$ cat config.mk
export PLATFORM = sky130hd
export DESIGN_NAME = rgb565_pixel_packer
export DESIGN_NICKNAME = d
export VERILOG_FILES = /design/src/rtl/rgb565_pixel_packer.sv
export SDC_FILE = /design/constraint.sdc
export NUM_CORES = 1
export LEC_CHECK = 0
export ABC_AREA = 0
export CAP_MARGIN = 25
export CORE_ASPECT_RATIO = 1.5
export CORE_MARGIN = 2
export CORE_UTILIZATION = 25
export DETAILED_ROUTE_END_ITERATION = 10
export HOLD_SLACK_MARGIN = 0.12
export PLACE_DENSITY = 0.51
export SETUP_SLACK_MARGIN = 0.2
export SYNTH_ARGS = -nofsm -noshare
export SYNTH_HDL_FRONTEND = slang
export SYNTH_SLANG_ARGS = --single-unit
$ cat constraint.sdc
create_clock -name clock -period 14.35 [get_ports clock]
set_input_delay 2.87 -clock clock [delete_from_list [all_inputs] [get_ports clock]]
set_output_delay 2.87 -clock clock [all_outputs]
set_load 0.1 [all_outputs]
$ cat src/rtl/rgb565_pixel_packer.sv
// Packs RGB565 pixels in pairs into 32-bit words, queues them in a FIFO and
// serves them through a custom-instruction port (STATUS / POP / CLEAR).
// Ports:
//   clock, reset        - sole clock (rising edge), async active-low reset
//   pixelValid/Data     - incoming RGB565 pixel stream
//   frameStart          - start-of-frame marker, drops any held half pixel
//   start/valueA/valueB - custom-instruction request (opcode in valueA[1:0])
//   isId                - instruction ID, compared with customInstructionID
//   done/result         - instruction completion and result (same cycle)
//   overflow            - sticky flag, a completed word was dropped
module rgb565_pixel_packer #(
  parameter logic [7:0]  customInstructionID = 8'd0,
  parameter int unsigned FIFO_DEPTH          = 8
) (
  input  logic        clock,
  input  logic        reset,
  input  logic        pixelValid,
  input  logic [15:0] pixelData,
  input  logic        frameStart,
  input  logic        start,
  input  logic [31:0] valueA,
  input  logic [31:0] valueB,
  input  logic [7:0]  isId,
  output logic        done,
  output logic [31:0] result,
  output logic        overflow
);

  localparam int unsigned AW = $clog2(FIFO_DEPTH);
  localparam int unsigned CW = AW + 1;

  typedef enum logic {
    IDLE,
    WAIT
  } state_t;

  state_t          state, state_next;
  logic [31:0]     mem [FIFO_DEPTH];
  logic [AW-1:0]   wr_ptr, rd_ptr;
  logic [CW-1:0]   count;
  logic [15:0]     half_data;
  logic            half_valid;

  logic            is_me;
  logic [1:0]      opcode;
  logic            empty, full;
  logic [31:0]     head, status;
  logic            pair_done, push, push_ok, drop;
  logic            pop, clear;
  logic            done_int;
  logic [31:0]     result_int;

  // Upper opcode bits and valueB carry no meaning for this block.
  logic            unused_bits;
  assign unused_bits = ^{valueA[31:2], valueB};

  assign is_me     = start && (isId == customInstructionID);
  assign opcode    = valueA[1:0];
  assign empty     = (count == '0);
  assign full      = (count == CW'(FIFO_DEPTH));
  assign head      = mem[rd_ptr];
  assign status    = {overflow, 22'b0, half_valid, 8'(count)};

  // A word completes when a second pixel lands on a held half (not on frameStart).
  assign pair_done = pixelValid && !frameStart && half_valid;
  assign push      = pair_done && !clear;
  assign push_ok   = push && (!full || pop);
  assign drop      = push && full && !pop;

  // Instruction FSM: next state, completion and FIFO side effects.
  always_comb begin
    state_next = state;
    done_int   = 1'b0;
    result_int = '0;
    pop        = 1'b0;
    clear      = 1'b0;
    case (state)
      IDLE: begin
        if (is_me) begin
          case (opcode)
            2'd0: begin
              done_int   = 1'b1;
              result_int = status;
            end
            2'd1: begin
              if (!empty) begin
                done_int   = 1'b1;
                result_int = head;
                pop        = 1'b1;
              end else begin
                state_next = WAIT;
              end
            end
            2'd2: begin
              done_int = 1'b1;
              clear    = 1'b1;
            end
            default: done_int = 1'b1;
          endcase
        end
      end
      WAIT: begin
        if (!is_me) begin
          state_next = IDLE;
        end else if (!empty) begin
          done_int   = 1'b1;
          result_int = head;
          pop        = 1'b1;
          state_next = IDLE;
        end else if (frameStart) begin
          done_int   = 1'b1;
          state_next = IDLE;
        end
      end
      default: state_next = IDLE;
    endcase
  end

  // Outputs are forced quiet while reset is held.
  assign done   = done_int && reset;
  assign result = reset ? result_int : '0;

  always_ff @(posedge clock or negedge reset) begin
    if (!reset) state <= IDLE;
    else        state <= state_next;
  end

  // FIFO pointers, occupancy, overflow and the half-pixel register.
  always_ff @(posedge clock or negedge reset) begin
    if (!reset) begin
      wr_ptr     <= '0;
      rd_ptr     <= '0;
      count      <= '0;
      overflow   <= 1'b0;
      half_data  <= '0;
      half_valid <= 1'b0;
    end else if (clear) begin
      wr_ptr     <= '0;
      rd_ptr     <= '0;
      count      <= '0;
      overflow   <= 1'b0;
      half_valid <= 1'b0;
    end else begin
      if (push_ok) wr_ptr <= wr_ptr + AW'(1);
      if (pop)     rd_ptr <= rd_ptr + AW'(1);
      count <= count + CW'(push_ok) - CW'(pop);
      if (drop) overflow <= 1'b1;
      if (frameStart) begin
        half_valid <= pixelValid;
        if (pixelValid) half_data <= pixelData;
      end else if (pixelValid) begin
        if (half_valid) begin
          half_valid <= 1'b0;
        end else begin
          half_valid <= 1'b1;
          half_data  <= pixelData;
        end
      end
    end
  end

  // Word storage; contents need no reset.
  always_ff @(posedge clock) begin
    if (push_ok) mem[wr_ptr] <= {pixelData, half_data};
  end

endmodule
Word level (Yosys, flattened, before mapping) --
Memory sizes are Yosys's and may differ from the RTL's. Index checks and enable logic that the tools add are counted.
Storage, ports and cells: flip-flop bits (word level) 29, memories 1, memory bits (writable) 256, input bits 93, output and inout port bits 34, logic and storage cells 83
Cells by class: $add $sub $neg 4, reductions and logical operators 21, equality and inequality tests 4, bitwise gates (word level) 2, mux-type cells 44
Memories:
- mem | words 8, width 32, read ports 1, clocked after memory_dff 0, wr ports 1, line 38 | logic [31:0] mem [FIFO_DEPTH];
Operators by type and width (count):
- $mux 32 | 4
- $pmux 32 s2 | 2
- $mux 16 | 4
- $mux 1 | 26
- $mux 3 | 4
- $logic_and 1x1->1 | 8
- $logic_not 8->1 | 1
- $add 3x1->3 const B | 2
- $pmux 1 s2 | 3
- $reduce_bool 2->1 | 3
- $add 4x1->4 | 1
- $eq 4x4->1 const B | 1
- $logic_not 1->1 | 4
- $logic_not 4->1 | 1
- $mux 4 | 1
- $sub 4x1->4 | 1
- $reduce_and 3->1 | 1
- $reduce_bool 3->1 | 1
- $eq 2x1->1 const B | 1
- $eq 2x2->1 const B | 1
- $logic_not 2->1 | 1
- $ne 2x2->1 const B | 1
- $not 1->1 | 2
- $logic_or 1x1->1 | 1

Depth between registers and ports, before layout --
depth in word-level cells 10, mapped depth 11, depth with buffers taken out 11

Worst setup path before layout --
Ideal clock, no wire load.
path kind input-to-output, start in isId[4], end out result[1], arrival 5.240 ns, data required time 11.480 ns, path buffers 2, setup slack 6.240 ns, cell stages on the path 6, path through nor4b_4 > and3_1 > buf_6 > nand3_1 > buf_2 > o2bb2ai_1
Between the ends: word-level cells in the longest chain between the ends 5, elaborated cells between the ends (all ways) 6, those cells by class mux: 4; reduce/logical: 2
RTL lines:
- start, declared | line 23 | input logic [7:0] isId,
- $logic_not 8->1 * | line 57 | assign is_me = start && (isId == customInstructionID);
- $logic_and 1x1->1 * | line 57
- $mux 32, on equally long branches | line 103, 79
- $pmux 32 s2 * | line 77 | case (state)
- $mux 32 * | line 121 | assign result = reset ? result_int : '0;
- end, declared | line 25 | output logic [31:0] result,
Every way passes the cells marked *; elsewhere a longest branch is shown, timed or not.

Worst setup path in the final report --
start in isId[4], end out result[21]
The elaborated chain is that of the path after synthesis.

==> flow_metrics.tcl <==
set metrics [dict create \
    fp.coreArea_sq_um 44810 \
    place.gp.congestion 0.6752 \
    rows 95 \
    run_status "completed" \
    cts_tree "done" \
    critPathKind "input pin to output port" \
    min_path_type "flip-flop to flip-flop" \
    synth_top_area_share_pct 67.87 \
    die_w_um 177.8 \
    place_area_sq_um 12700 \
    clock_sinks 285 \
    grt_max_degree 48 \
    synth_edf_count 256 \
    yosysSeqAreaShare_pct 74.27 \
    firstDrtPassIters 4 \
    fin_ws_ps 5395 \
    rsz0062_at_grt "no" \
    cp_slowest_cell "clkdlybuf4s50_1" \
    fillCellCount 4350 \
    arrival_ps 6090 \
    grt-ovfl-total 0 \
    required_ps 11480 \
    ir_drop_uv 94.24 \
    start_util_pct 25.28 \
    multi_input_area_sq_um 2795 \
    die-area_sq_um 47060 \
    wl_per_cell_um 20.03 \
    slowest_delay_ps 1190 \
    synth_ff_type "edfxtp_1" \
    vias 5377 \
    post_cts_buffers 0 \
    ant_nets 0 \
    syn_to_final_growth_pct 20.60 \
    initialDrtViolationCount 315 \
    drv_cap 0 \
    cts.reportedPaths.clkPinSlew_ps 60 \
    syn_inst 548 \
    ios 127 \
    post-place-cells 1179 \
    hold_viol 0 \
    n_antenna_cell 0 \
    async_flop_share_pct 10.18 \
    clockBufferDepth 3 \
    grt_usage_pct 10.69 \
    fmax_ghz 0.1117 \
    cp_max_fo 26 \
    end_kind "output port" \
    postLayoutCellArea_sq_um 13660 \
    worstPathCellList "clkdlybuf4s50_1 -> nor4b_4 -> and3_1 -> nand3_2 -> buf_12 -> nor2_1 -> clkdlybuf4s50_1" \
    worstMarginPinSlew_ps 1044 \
    synth_area_sq_um 11330 \
    min_path_cells 2 \
    antenna_found_initial 1 \
    cts-hold-fix-buffers 0 \
    regArea_sq_um 8419 \
    leakage_nw 4.201 \
    ys_types 47 \
    slew_violations 0 \
    drive_above_1_share_pct 23.70 \
    finalPower_mw 1.877 \
    synth.area.top_cells "edfxtp_1 68%, mux4_2 13%, dfrtp_1 6.4%" \
    hpwl_um 13620 \
    htree_levels 1 \
    cp_common_cell "clkdlybuf4s50_1" \
    numCtsBuffers 30 \
    layoutNonFillerInstCount 1236 \
    avgSynthCellArea_sq_um 20.67 \
    worstSkewPairLatency_ps 540 \
    syn_nets 649 \
    setup_tns_ps 0 \
    final_nets 731 \
    skew_ps 15.72 \
    setup_violations 0 \
    wirelength_um 24760 \
    yosys.area.top_type "edfxtp_1" \
    grt_pass1_wl_um 37280 \
    rr_worst_depth 9 \
    fp.dieH_um 264.7 \
    viasPerCell 4.350 \
    ys_warn_count 0 \
    drc 0 \
    grt_pass1_vias 5837 \
    synth_seq_cells 285 \
    portBuffers 64 \
    period_needed_ps 8955 \
    clockRootBuffer "clkbuf_16" \
    ctsResizeCount 0 \
    post-place-ws_ps 5321 \
    startpoint_type "input pin" \
    power_density_nw_per_um2 137.4 \
    slew_headroom_pct 30.18 \
    period_share_pct 62.41 \
]
stage by stage:
step | utilization (%) | hold slack, ps
final | 30.48 | 519.4
after global routing | 30.48 | 544.8
after CTS | 30.42 | 525.7
after detailed placement | 28.35 | 511.8
after global placement | 28.30 | 501.8
after floorplan | - | 536.1
synth_stat cells, types with 7 or more instances:
master     instances
edfxtp_1         256
mux2i_1           36
dfrtp_1           29
buf_2              9
nand2_1           11
mux2_4            10
mux4_2            64
o2bb2ai_1          7
nor2_1            32
ha_1               7
state kept, by name (all words and copies together) (netlist names):
signal / count
count: 4
wr_ptr: 3
half_data: 16
half_valid: 1
mem: 256
overflow: 1
rd_ptr: 3
state: 1
cells by family after synthesis:
group / after synthesis / synth area share (%)
mux: 116 / 17.83
flops: 285 / 74.27
xor+xnor: 2 / 0.1547
simple gates: 80 / 3.723
compound gates: 24 / 1.535
buf+inv: 33 / 1.535
fa+ha+maj: 8 / 0.9499
critical path, delay by kind of cell:
kind | cells | cell delay (ps)
AND/OR/NAND/NOR | 4 | 1280
buffers and inverters | 3 | 1930
cell usage in the layout, fill, tap and decap left out, types with 3 or more instances in the layout:
cell type | synthesis | final
dfrtp_1 | 29 | 26
clkdlybuf4s50_1 | 0 | 63
nand2b_1 | 4 | 4
o2bb2ai_1 | 7 | 7
nor2_1 | 32 | 32
nand3_1 | 4 | 3
mux2_4 | 10 | 10
clkbuf_1 | 6 | 14
o21ai_0 | 3 | 3
mux4_2 | 64 | 64
edfxtp_1 | 256 | 256
clkbuf_8 | 0 | 3
inv_1 | 6 | 6
a21oi_1 | 6 | 6
clkinv_1 | 0 | 4
clkbuf_16 | 0 | 31
mux2_2 | 6 | 6
ha_1 | 7 | 7
buf_4 | 4 | 11
clkinv_2 | 0 | 3
nand2_1 | 11 | 11
nor4_2 | 0 | 6
mux2i_1 | 36 | 36
o31ai_1 | 3 | 3
power by group:
| group | internal (mW) | switching, mW | leakage, nW |
|---|---|---|---|
| logic | 0.0635 | 0.0857 | 1.10 |
| clock network | 0.429 | 0.298 | 0.452 |
| registers | 0.964 | 0.0371 | 2.65 |
path summary, 6_finish.rpt:
kind / slack (ps) / startpoint / end
setup / recovery: 5390 / isId[4] / result[21]
hold / removal: 520 / overflow / overflow
setup reg to reg: 11150 / state / count[3]
hold reg to reg: 520 / overflow / overflow
max in group asynchronous: 11250 / reset / rd_ptr[0]
min in group asynchronous: 2460 / reset / rd_ptr[0]
layout make-up:
| class | count | share of cell area [%] |
|---|---|---|
| Timing Repair Buffer | 77 | 5.605 |
| Clock buffer | 48 | 6.366 |
| Clock inverter | 8 | 0.4396 |
| Tap cell | 582 | 5.331 |
| Multi-Input combinational cell | 230 | 20.46 |
| Sequential cell | 285 | 61.63 |
| Inverter | 6 | 0.1649 |
routing by layer:
layer	routed length (um)	track usage, %	part of all wire, %
met1	10570	13.29	43
met2	12970	19.43	52
met3	863	1.506	3.5
met4	350	2.437	1.4
met5	11	0	0.044
Power figures use the tool's default switching activity.
==> variant 1 (same settings) <==
The parameter `FIFO_DEPTH` goes from 8 to 32.
--- a/src/rtl/rgb565_pixel_packer.sv
+++ b/src/rtl/rgb565_pixel_packer.sv
@@ -11,5 +11,5 @@
 module rgb565_pixel_packer #(
   parameter logic [7:0]  customInstructionID = 8'd0,
-  parameter int unsigned FIFO_DEPTH          = 8
+  parameter int unsigned FIFO_DEPTH          = 32
 ) (
   input  logic        clock,
Function: same outputs for any inputs over 4 cycles, from zero or initial values and one cycle with reset low; that may be too few to reach the edited logic, so the function may still have changed.
==> variant 1 against the unedited design <==
Register-to-register slack got worse by 800 ps. Wire length grew to 4.6 times the old value. Via count rose to 3.7 times the old value. Synthesized cell count rose to 3.5 times the old value. Sequential share of layout area grew 3.8 points. Final area increased to 3.5 times the old value. Synthesized area increased to 3.6 times the old value. Power increased to 3.5 times the old value. Sequential cell count rose by 774. Worst setup slack got worse by 1100 ps. Largest power group unchanged. Highest routed layer unchanged.
==> variant 1: results (changes against the unedited design) <==
Delay of the slowest critical-path stage: 1290 ps (+100 ps). The die area is 167800 µm² (+260%). The initial antenna violation count came out at 7 (+6). Launch point of the worst path: isId[6].

The pin count of the biggest net entering global routing is 121 (+150%), and the count of flip-flops with a built-in enable after synthesis is 1024 (+300%). Cell count after placement: 4064 (+240%). Mean post-synth cell area: 21.38 µm² (+3.4%).

The via count normalized by instance count was 4.695 (+7.9%); the overall global routing resource usage was 13.38% (+2.7 points). The global placer's final weighted congestion is 0.7149 (+5.9%). The tools report the number of nets in the layout as 2167 (+200%). The logic depth of the worst register-to-register path is 6 (-3). The biggest fanout along the worst timing path works out to 20 (-23%). The run gives 7210 ps (+1120 ps) as the arrival time of the worst setup path. The quantity of I/O buffers inserted on ports was 64 (unchanged).

The number of global-route vias before repair was 21110 (+260%); the final routed wire length divided by cell count was 26.52 µm (+32%). The share of post-route cells with drive strength above 1 works out to 24.98% (+1.3 points). The run finished with clean final reports. After synthesis, the cell types taking the most area are sky130_fd_sc_hd__edfxtp_1 (75%), sky130_fd_sc_hd__mux4_2 (12%), sky130_fd_sc_hd__mux2i_1 (2.6%). The slew of the pin with the lowest slew margin was 1087 ps (+42.76 ps); the via count was 20000 (+270%). The type of the worst min-delay path is reg2reg. The run gives 2030 (+210%) as the post-synth net total.

Following the worst setup path forward leads to its endpoint at result[26]. The tools report the clock latency reported for the late side of the worst-skew pair as 690 ps (+150 ps). For the post-CTS setup buffer count, the log shows 0 (unchanged).

The run gives 19.32 ps (+3.600 ps) as the final worst clock skew. The tools report the post-placement setup slack as 4223 ps (-1098 ps). The run gives 58 (+23%) as the unique cell type count in the Yosys netlist. The static leakage was 14.26 nW (+240%). The run gives 158900 µm (+330%) as the first-pass GRT wire length. The count of TritonRoute iterations in the first routing pass was 5 (+1). The depth of the CTS H-tree is 3 (+2), and the internal reg-to-reg setup slack is 10350 ps (-800 ps). The share of synthesized flip-flops with an asynchronous set or reset is 3.305% (-6.9 points), and the maximum vdd ir drop is 86.56 µV (-8.2%). The number of clock buffers inserted by TritonCTS is 96 (+220%). In the final layout, the registers with the most flip-flops are mem (1024), half_data (16), count (6). The tools report the DRC violation total after the first TritonRoute iteration as 1541 (+390%). The logs give 76.92% (+2.6 points) for the sequential area share after synthesis and 60230 µm (+340%) for the detailed placer's ending HPWL. The share of the cycle needed by the critical path after routing works out to 70.27% (+7.9 points). By count the netlist is led by sky130_fd_sc_hd__edfxtp_1 (1024), sky130_fd_sc_hd__mux4_2 (215), sky130_fd_sc_hd__mux2i_1 (108). The worst register-to-register path ends at mem[11][24].
[variant 1: worst min-delay path by stage]
stage	from	endpoint	depth (start not counted)
6_report	half_data[3]	half_data[3]	1
3_5_place_dp	half_data[3]	half_data[3]	1
5_1_grt	half_data[3]	half_data[3]	1
4_1_cts	half_data[3]	half_data[3]	1
3_3_place_gp	overflow	overflow	2
2_1_floorplan	wr_ptr[3]	wr_ptr[3]	2
[variant 1: cell families after synthesis]
kind of cell	synth area share (%)
muxes	15.50
adders and majority gates	0.4443
xor gates and xnor gates	0.1917
and+or+nand+nor	1.938
buffers and inverters	1.455
DFF	76.92
AOI/OAI and AO/OA	3.554
[variant 1: final cells by class]
cell class                 count  area (µm²)
inverter                      13       48.80
timing repair buffer         145        1551
tap                         2116        2648
antenna                        5       12.51
sequential                  1059       31640
clock buffer                 111        2542
multi-input combinational    745        9150
clock inverter                65       752.0
fill                       15720      115400
[variant 1: layer usage]
layer  wire length [µm]  global-route usage (%)
met1              43670                   15.96
met2              60690                   24.53
met3               5782                   2.123
met4               2779                   4.118
met5                 13                       0
[variant 1: per-stage QoR]
step           area (µm²)  power, mW  hold slack (ps)
3_5_place_dp        44710      3.970            548.9
6_report            48340      6.603            562.2
5_1_grt             48330      6.804            585.3
4_1_cts             48000      6.651            571.6
2_1_floorplan       41120      3.808            505.3
3_3_place_gp        44600      3.947            585.2
[variant 1: where the power goes]
| group | total (mW) | leakage [nW] | switching, mW | internal (mW) |
|---|---|---|---|---|
| logic | 0.321 | 3.03 | 0.198 | 0.123 |
| clock network | 2.69 | 1.60 | 1.13 | 1.56 |
| registers | 3.59 | 9.63 | 0.0838 | 3.50 |
| total | 6.60 | 14.3 | 1.42 | 5.19 |
==> variant 2 (config.mk and constraints unchanged) <==
Made on the original files. Compare `count` against `CW'(FIFO_DEPTH)` with >= in place of ==.
--- a/src/rtl/rgb565_pixel_packer.sv
+++ b/src/rtl/rgb565_pixel_packer.sv
@@ -58,5 +58,5 @@
   assign opcode    = valueA[1:0];
   assign empty     = (count == '0);
-  assign full      = (count == CW'(FIFO_DEPTH));
+  assign full      = (count >= CW'(FIFO_DEPTH));
   assign head      = mem[rd_ptr];
   assign status    = {overflow, 22'b0, half_valid, 8'(count)};
Formal check against the unedited RTL: same outputs for any inputs over 4 cycles, from zero or initial values and one cycle with reset low; that may be too few to reach the edited logic, so the function may still have changed.
==> variant 2 against the unedited design <==
Power fell by 4.0%. Worst hold slack gained 14 ps. Count of clock-buffer cells in the layout fell by 11. Wire length shrank 1.2%. Final area down 1.0%. Worst setup slack worse by 320 ps. Cell count is 0.49% lower. Maximum frequency fell by 3.5%. Largest power group unchanged. Sequential cell count unchanged. Global-route usage shrank 0.057 points. Die area down 0.40%. Synthesized area down 0.41%. Sequential share of layout area grew 0.63 points.
==> variant 2: results (changes against the unedited design) <==
The met1 track demand over resource was 13.25% (-0.037 points). The logic depth of the worst register-to-register path is 7 (-2). The share of post-route cells with drive strength above 1 was 23.30% (-0.40 points). The depth of the worst hold-timing path was 1 (-1). The final routed wire length divided by cell count works out to 19.88 µm (-0.73%). The global placer's final weighted congestion came out at 0.7062 (+4.6%).

Instance count of the mapped netlist: 549 (+0.18%). The logs give 74.58% (+0.30 points) for the sequential area share after synthesis and 138 µW (-7%) for the combinational power. The DRC violation total after the first TritonRoute iteration was 345 (+9.5%). The logs give 5869 (+0.55%) for the number of global-route vias before repair and 6 (+2) for the count of TritonRoute iterations in the first routing pass. The via count was 5426 (+0.91%); the number of nets in the layout was 729 (-0.27%). The overall global routing resource usage came out at 10.63% (-0.057 points).

Signal routing reaches up to met4. Biggest fanout along the worst timing path: 18 (-31%). The mux contribution to synthesized area is 17.67% (-0.16 points), and the post-synthesis adder-cell area fraction is 0.9539% (+0.0039 points). The fraction of synthesized cell area taken by the top area cell type is 68.15% (+0.28 points), and the worst-case headroom to the max-slew limit is 31.46% (+1.3 points). The flow ran to the end, and the final reports show no timing, DRC or antenna violations.

The unique cell type count in the Yosys netlist is 44 (-6.4%), and the number of clock buffers inserted by TritonCTS is 26 (-13%). The post-synth net total is 650 (+0.15%), and the met3 usage in global routing is 1.511% (+0.0052 points). The total routed wire length on the met1 layer is 10380 µm (-1.8%). The tools report the internal reg-to-reg setup slack as 11440 ps (+290 ps). The parity-gate share of the synthesized area counting xor and xnor cells was 0.1553% (+0.00063 points).

The first-pass GRT wire length is 37240 µm (-0.11%), and the power per cell area is 133.2 nW/µm² (-3.0%). Number of standard cells in the layout, taps in and fillers out: 1230 (-0.49%). The termination of the worst setup path is result[3]. Maximum vdd ir drop: 74.17 µV (-21%).

In this run the critical register-to-register path is launched from count[3]. The static leakage was 4.110 nW (-2.2%).
## variant 2: metrics by stage
stage	utilization, %	hold WS [ps]	cell area [µm²]	worst slack, ps
3_5_place_dp	28.35	520.3	12670	4556
6_report	30.26	532.9	13520	5074
2_1_floorplan	-	536.1	11280	6223
3_3_place_gp	28.35	538.8	12670	4598
4_1_cts	30.20	535.9	13500	4538
5_1_grt	30.26	559.0	13520	4810
## variant 2: critical path: cells and delay by family
| kind | cells | cell delay (ps) |
|---|---|---|
| simple gates | 3 | 1300 |
| buf+inv | 3 | 1980 |
| compound gates | 1 | 230 |
## variant 2: cell type report
| type | instances | area (µm²) |
|---|---|---|
| Clock buffer | 37 | 713.2 |
| Clock inverter | 11 | 112.6 |
| Fill cell | 4448 | 31170 |
| Inverter | 8 | 30.03 |
| Multi-Input combinational cell | 230 | 2766 |
| Sequential cell | 285 | 8419 |
| Tap cell | 582 | 728.2 |
| Timing Repair Buffer | 77 | 753.2 |
